==> config.mk <==
export PLATFORM = sky130hd
export DESIGN_NAME = branch_predictor
export DESIGN_NICKNAME = d
export VERILOG_FILES = /design/src/rtl/branch_predictor_pkg.sv /design/src/rtl/branch_predictor.sv
export SDC_FILE = /design/constraint.sdc
export NUM_CORES = 2
export LEC_CHECK = 0
export CAP_MARGIN = 20
export CELL_PAD_IN_SITES_DETAIL_PLACEMENT = 2
export CELL_PAD_IN_SITES_GLOBAL_PLACEMENT = 2
export CORE_MARGIN = 2
export CORE_UTILIZATION = 45
export CTS_CLUSTER_DIAMETER = 80
export DETAILED_ROUTE_END_ITERATION = 16
export GPL_ROUTABILITY_DRIVEN = 0
export PLACE_DENSITY_LB_ADDON = 0.1
export SLEW_MARGIN = 20
export SYNTH_ARGS = -nofsm -noshare
export SYNTH_HDL_FRONTEND = slang
export SYNTH_SLANG_ARGS = --single-unit
==> constraint.sdc <==
create_clock -name clk -period 38.4 [get_ports clk]
set_input_delay 3.84 -clock clk [delete_from_list [all_inputs] [get_ports clk]]
set_output_delay 3.84 -clock clk [all_outputs]
set_load 0.005 [all_outputs]
==> src/rtl/branch_predictor_pkg.sv <==
// Shared types and helpers for the BTB-based dynamic branch predictor:
// counter encoding, table row layout and the saturating counter update.
package branch_predictor_pkg;

   typedef enum logic [1:0] {
      STRONG_NT = 2'b00,
      WEAK_NT   = 2'b01,
      WEAK_T    = 2'b10,
      STRONG_T  = 2'b11
   } bp_ctr_t;

   // Tag is held zero-extended to 32 bits so the row layout does not depend on ENTRIES.
   typedef struct packed {
      logic        valid;
      logic [31:0] tag;
      logic [31:0] target;
      bp_ctr_t     ctr;
   } btb_row_t;

   localparam btb_row_t ROW_RESET = '{valid: 1'b0, tag: 32'd0, target: 32'd0, ctr: WEAK_NT};

   function automatic bp_ctr_t ctr_next(input bp_ctr_t ctr, input logic taken);
      if (taken) begin
         return (ctr == STRONG_T) ? STRONG_T : bp_ctr_t'(ctr + 2'b01);
      end
      return (ctr == STRONG_NT) ? STRONG_NT : bp_ctr_t'(ctr - 2'b01);
   endfunction

   function automatic logic [31:0] tag_of(input logic [31:0] pc, input int idx_w);
      return pc >> (idx_w + 2);
   endfunction

endpackage

==> src/rtl/branch_predictor.sv <==
// Direct-mapped BTB with 2-bit counters: combinational lookup in IF,
// training plus mispredict/redirect generation from the resolved EX branch.
module branch_predictor
   import branch_predictor_pkg::*;
#(
   parameter int ENTRIES = 16,
   parameter int IDX_W   = $clog2(ENTRIES)
) (
   input  logic        clk,
   input  logic        rst,
   input  logic [31:0] pc_f,
   output logic        pred_taken_f,
   output logic [31:0] pred_target_f,
   input  logic        upd_en,
   input  logic [31:0] upd_pc,
   input  logic        upd_taken,
   input  logic [31:0] upd_target,
   input  logic        upd_pred_taken,
   input  logic [31:0] upd_pred_target,
   output logic        mispredict,
   output logic [31:0] redirect_pc
);

   btb_row_t         btb_q [ENTRIES];
   btb_row_t         row_f;
   btb_row_t         upd_row;
   btb_row_t         row_d;
   logic [IDX_W-1:0] idx_f;
   logic [IDX_W-1:0] upd_idx;
   logic [31:0]      upd_tag;
   logic             hit_f;
   logic             upd_hit;
   logic             wr_en;

   assign idx_f         = pc_f[IDX_W+1:2];
   assign row_f         = btb_q[idx_f];
   assign hit_f         = row_f.valid && (row_f.tag == tag_of(pc_f, IDX_W));
   assign pred_taken_f  = hit_f && row_f.ctr[1];
   assign pred_target_f = pred_taken_f ? row_f.target : 32'd0;

   assign upd_idx = upd_pc[IDX_W+1:2];
   assign upd_tag = tag_of(upd_pc, IDX_W);
   assign upd_row = btb_q[upd_idx];
   assign upd_hit = upd_row.valid && (upd_row.tag == upd_tag);

   // NOTE: row_d and wr_en get defaults first so no path through the ifs leaves them unassigned (no latch).
   always_comb begin
      row_d = upd_row;
      wr_en = 1'b0;
      if (upd_en) begin
         if (upd_hit) begin
            wr_en     = 1'b1;
            row_d.ctr = ctr_next(upd_row.ctr, upd_taken);
            if (upd_taken) begin
               row_d.target = upd_target;
            end
         end else if (upd_taken) begin
            wr_en = 1'b1;
            row_d = '{valid: 1'b1, tag: upd_tag, target: upd_target, ctr: WEAK_T};
         end
      end
   end

   // NOTE: the table is a flop array so every row can be cleared asynchronously; a RAM could not be.
   // NOTE: non-blocking assignments keep same-edge readers seeing the pre-update contents.
   always_ff @(posedge clk or posedge rst) begin
      if (rst) begin
         for (int i = 0; i < ENTRIES; i++) begin
            btb_q[i] <= ROW_RESET;
         end
      end else if (wr_en) begin
         btb_q[upd_idx] <= row_d;
      end
   end

   assign mispredict  = upd_en && ((upd_taken != upd_pred_taken) ||
                        (upd_taken && upd_pred_taken && (upd_target != upd_pred_target)));
   assign redirect_pc = upd_taken ? upd_target : upd_pc + 32'd4;

endmodule
==> flow_summary.yaml <==
yosys:
  avgSynthCellArea_sq_um: 15.3
  synth_top_area_share: 0.452
  yosysTopAreaCell: "dfrtp_1"
  syn-cell-area_sq_um: 58400
  synthArstFlopShare: 1.00
  ys_seq_area_frac: 0.459
  ys_types: 67
  synthFlopType: "dfrtp_1"
  synth_area_leaders: "dfrtp_1 (45%), mux4_2 (22%), mux2_2 (17%), mux2_4 (2.2%), mux2i_1 (2.0%)"
  synthesis.nets: 3957
  syn_inst: 3819
  synth-seq-cells: 1072
  synth-edff-count: 0
  synth_warnings: 0
drt:
  wl_met3_um: 11500
  wl_met2_um: 99900
  drt_first_pass_iters: 5
  final_antenna_net_count: 0
  route.detailed.drc: 0
  vias: 36800
  wl_per_cell_um: 35.7
  top_layer_used: "met5"
  drtIter0Drc: 2982
  wirelength_um: 204000
  wl_met1_um: 86800
  vias_per_cell: 6.44
clock_tree:
  ctsHoldBuffers: 0
  clockBufferDepth: 3
  cts_setup_buffers: 0
  cts_buffers: 130
  path_clk_slew_ps: 60
  clock_latency_ps: 780
  ctsHtreeMaxLevel: 4
  cts_tree: "yes"
  cts_resized: 0
  root_buffer: "clkbuf_16"
  clock_sinks: 1072
worst_setup_path:
  required_ps: 34560
  crit_path_start_kind: "input port"
  crit_path_start: "pc_f[2]"
  cp-end-kind: "output pin"
  r2r_setup_slack_ps: 33180
  reg2reg_to: "btb_q[904]"
  critical_path_class: "input port to output pin"
  crit_chain: "buf_8, buf_12, buf_4, mux4_2, mux4_2, xor2_1, nor4_1, nand4_1, buf_4, nor2b_1, clkdlybuf4s50_1"
  max_stage_delay_ps: 820
  cp_slowest_cell: "buf_4"
  ff2ff_path_depth: 11
  path_max_fanout: 88
  r2r-start: "btb_q[861]"
  crit_arrival_ps: 9860
  critical_path.endpoint: "pred_target_f[21]"
floorplan:
  core_area_sq_um: 129000
  rows: 132
  die_w_um: 364
  die_h_um: 364
  start_util: 0.452
  ios: 199
  dieArea_sq_um: 133000
timing:
  timing.final.crit_share: 0.357
  skew_ps: 31.4
  worstMarginPinSlew_ps: 1160
  final_hold_viol_count: 0
  fin_setup_tns_ps: 0
  rsz0062_at_grt: "false"
  max_freq_ghz: 0.0730
  holdWs_ps: 486
  finalMaxSlewViolations: 0
  setup_viol: 0
  period_minus_slack_ps: 13700
  setup_ws_ps: 24700
  relSlewSlack: 0.219
cells_and_area:
  nets: 4015
  seqCellArea_sq_um: 26800
  largest_reg_flops: 1072
  fillers: 11600
  syn_to_final_growth_pct: 12.8
  reg_top3: "btb_q x1072"
  fin_area_sq_um: 65900
  largest_register: "btb_q"
  final_common_cell: "dfrtp_1"
  final_cell_mix: "dfrtp_1 (1056), mux2_2 (881), mux4_2 (565), clkdlybuf4s50_1 (187), clkbuf_16 (140)"
  layout-drive-gt1-share: 0.475
  multi_input_area_sq_um: 29700
power_and_ir_drop:
  power_frac_comb: 0.184
  p_clk_frac: 0.386
  power_frac_seq: 0.430
  p_leak_nw: 29.1
  internal_power_mw: 2.35
  switchingPower_uw: 897
  vdd_drop_max_v: 0.0000427
  p_total_mw: 3.24
  power-per-cell-area_nw_per_um2: 49.2
  sw_frac_of_total: 0.277
place:
  port_buffers: 196
  pre_cts_ws_ps: 24730
  place_hpwl_um: 123000
  place_area_sq_um: 61600
grt:
  grt-ovfl-total: 0
  grt_max_degree: 165
  grt_pass1_wl_um: 305000
  antenna_found_initial: 11
  grt_pass1_vias: 42200
  grt_usage: 0.316
run_status:
  status: "finished, final reports clean"
min_path:
  min_path_cells: 1
  hold_path.class: "flop to flop"
run:
  cap_violations: 0
## layout make-up
cell class / count / share of cell area
timing repair buffer: 280 / 0.0408
clock inverter: 23 / 0.00442
multi-input combinational: 2323 / 0.450
inverter: 70 / 0.00414
clock buffer: 204 / 0.0606
sequential: 1072 / 0.407
tap: 1742 / 0.0331
antenna: 2 / 0.0000759
## metrics by stage
stage               std cells  utilization
finish                   5716        0.510
global route             5715        0.510
CTS                      5713        0.510
detailed placement       5486        0.477
global placement         5486        0.477
floorplan                3819            -
## worst min-delay path by stage
| stage | slack [ps] | endpoint | startpoint |
|---|---|---|---|
| floorplan | 440 | btb_q[1004] | btb_q[1004] |
| global placement | 470 | btb_q[932] | btb_q[932] |
| detailed placement | 470 | btb_q[1071] | btb_q[1071] |
| CTS | 490 | btb_q[1071] | btb_q[1071] |
| global route | 510 | btb_q[869] | btb_q[869] |
| finish | 490 | btb_q[936] | btb_q[936] |
## power groups by stage
stage / registers, mW / clock network [mW] / logic (mW)
final: 1.39 / 1.25 / 0.598
after global routing: 1.41 / 1.32 / 0.637
after CTS: 1.39 / 1.28 / 0.598
after detailed placement: 1.41 / 0 / 0.592
after floorplan: 1.36 / 0 / 0.439
after global placement: 1.38 / 0 / 0.561
## synthesized netlist by cell type, types with 24 or more instances
master,instances
mux2_4,85
nor2_1,49
mux2i_1,119
and2_1,26
mux4_2,565
clkbuf_1,139
buf_4,34
nand2_1,91
xor2_1,24
nor2b_1,110
o21ai_0,38
buf_6,29
inv_1,67
dfrtp_1,1056
mux2_2,881
buf_2,93
buf_1,46
xnor2_1,98
## logic make-up (layout without fill, tap and decap cells)
group	Yosys count	count (layout)	synth area share
AOI/OAI and AO/OA	120	120	0.0137
adders and majority gates	6	6	0.00124
other	0	2	0
DFF	1072	1072	0.459
muxes	1655	1655	0.431
xor gates and xnor gates	122	122	0.0183
buffers and inverters	424	577	0.0358
and+or+nand+nor	420	420	0.0400
## layer usage
layer  vias up  GRT usage
met5         -          0
met4         4     0.0997
met3       328     0.0492
met2      1224      0.516
met1     20700      0.437
li1      14600          -
## critical path, delay by kind of cell
family | cells | cell delay, ps
buffers and inverters | 5 | 3070
muxes | 2 | 1140
and+or+nand+nor | 3 | 1300
xor gates and xnor gates | 1 | 160
(Power assumes the default switching activity.)
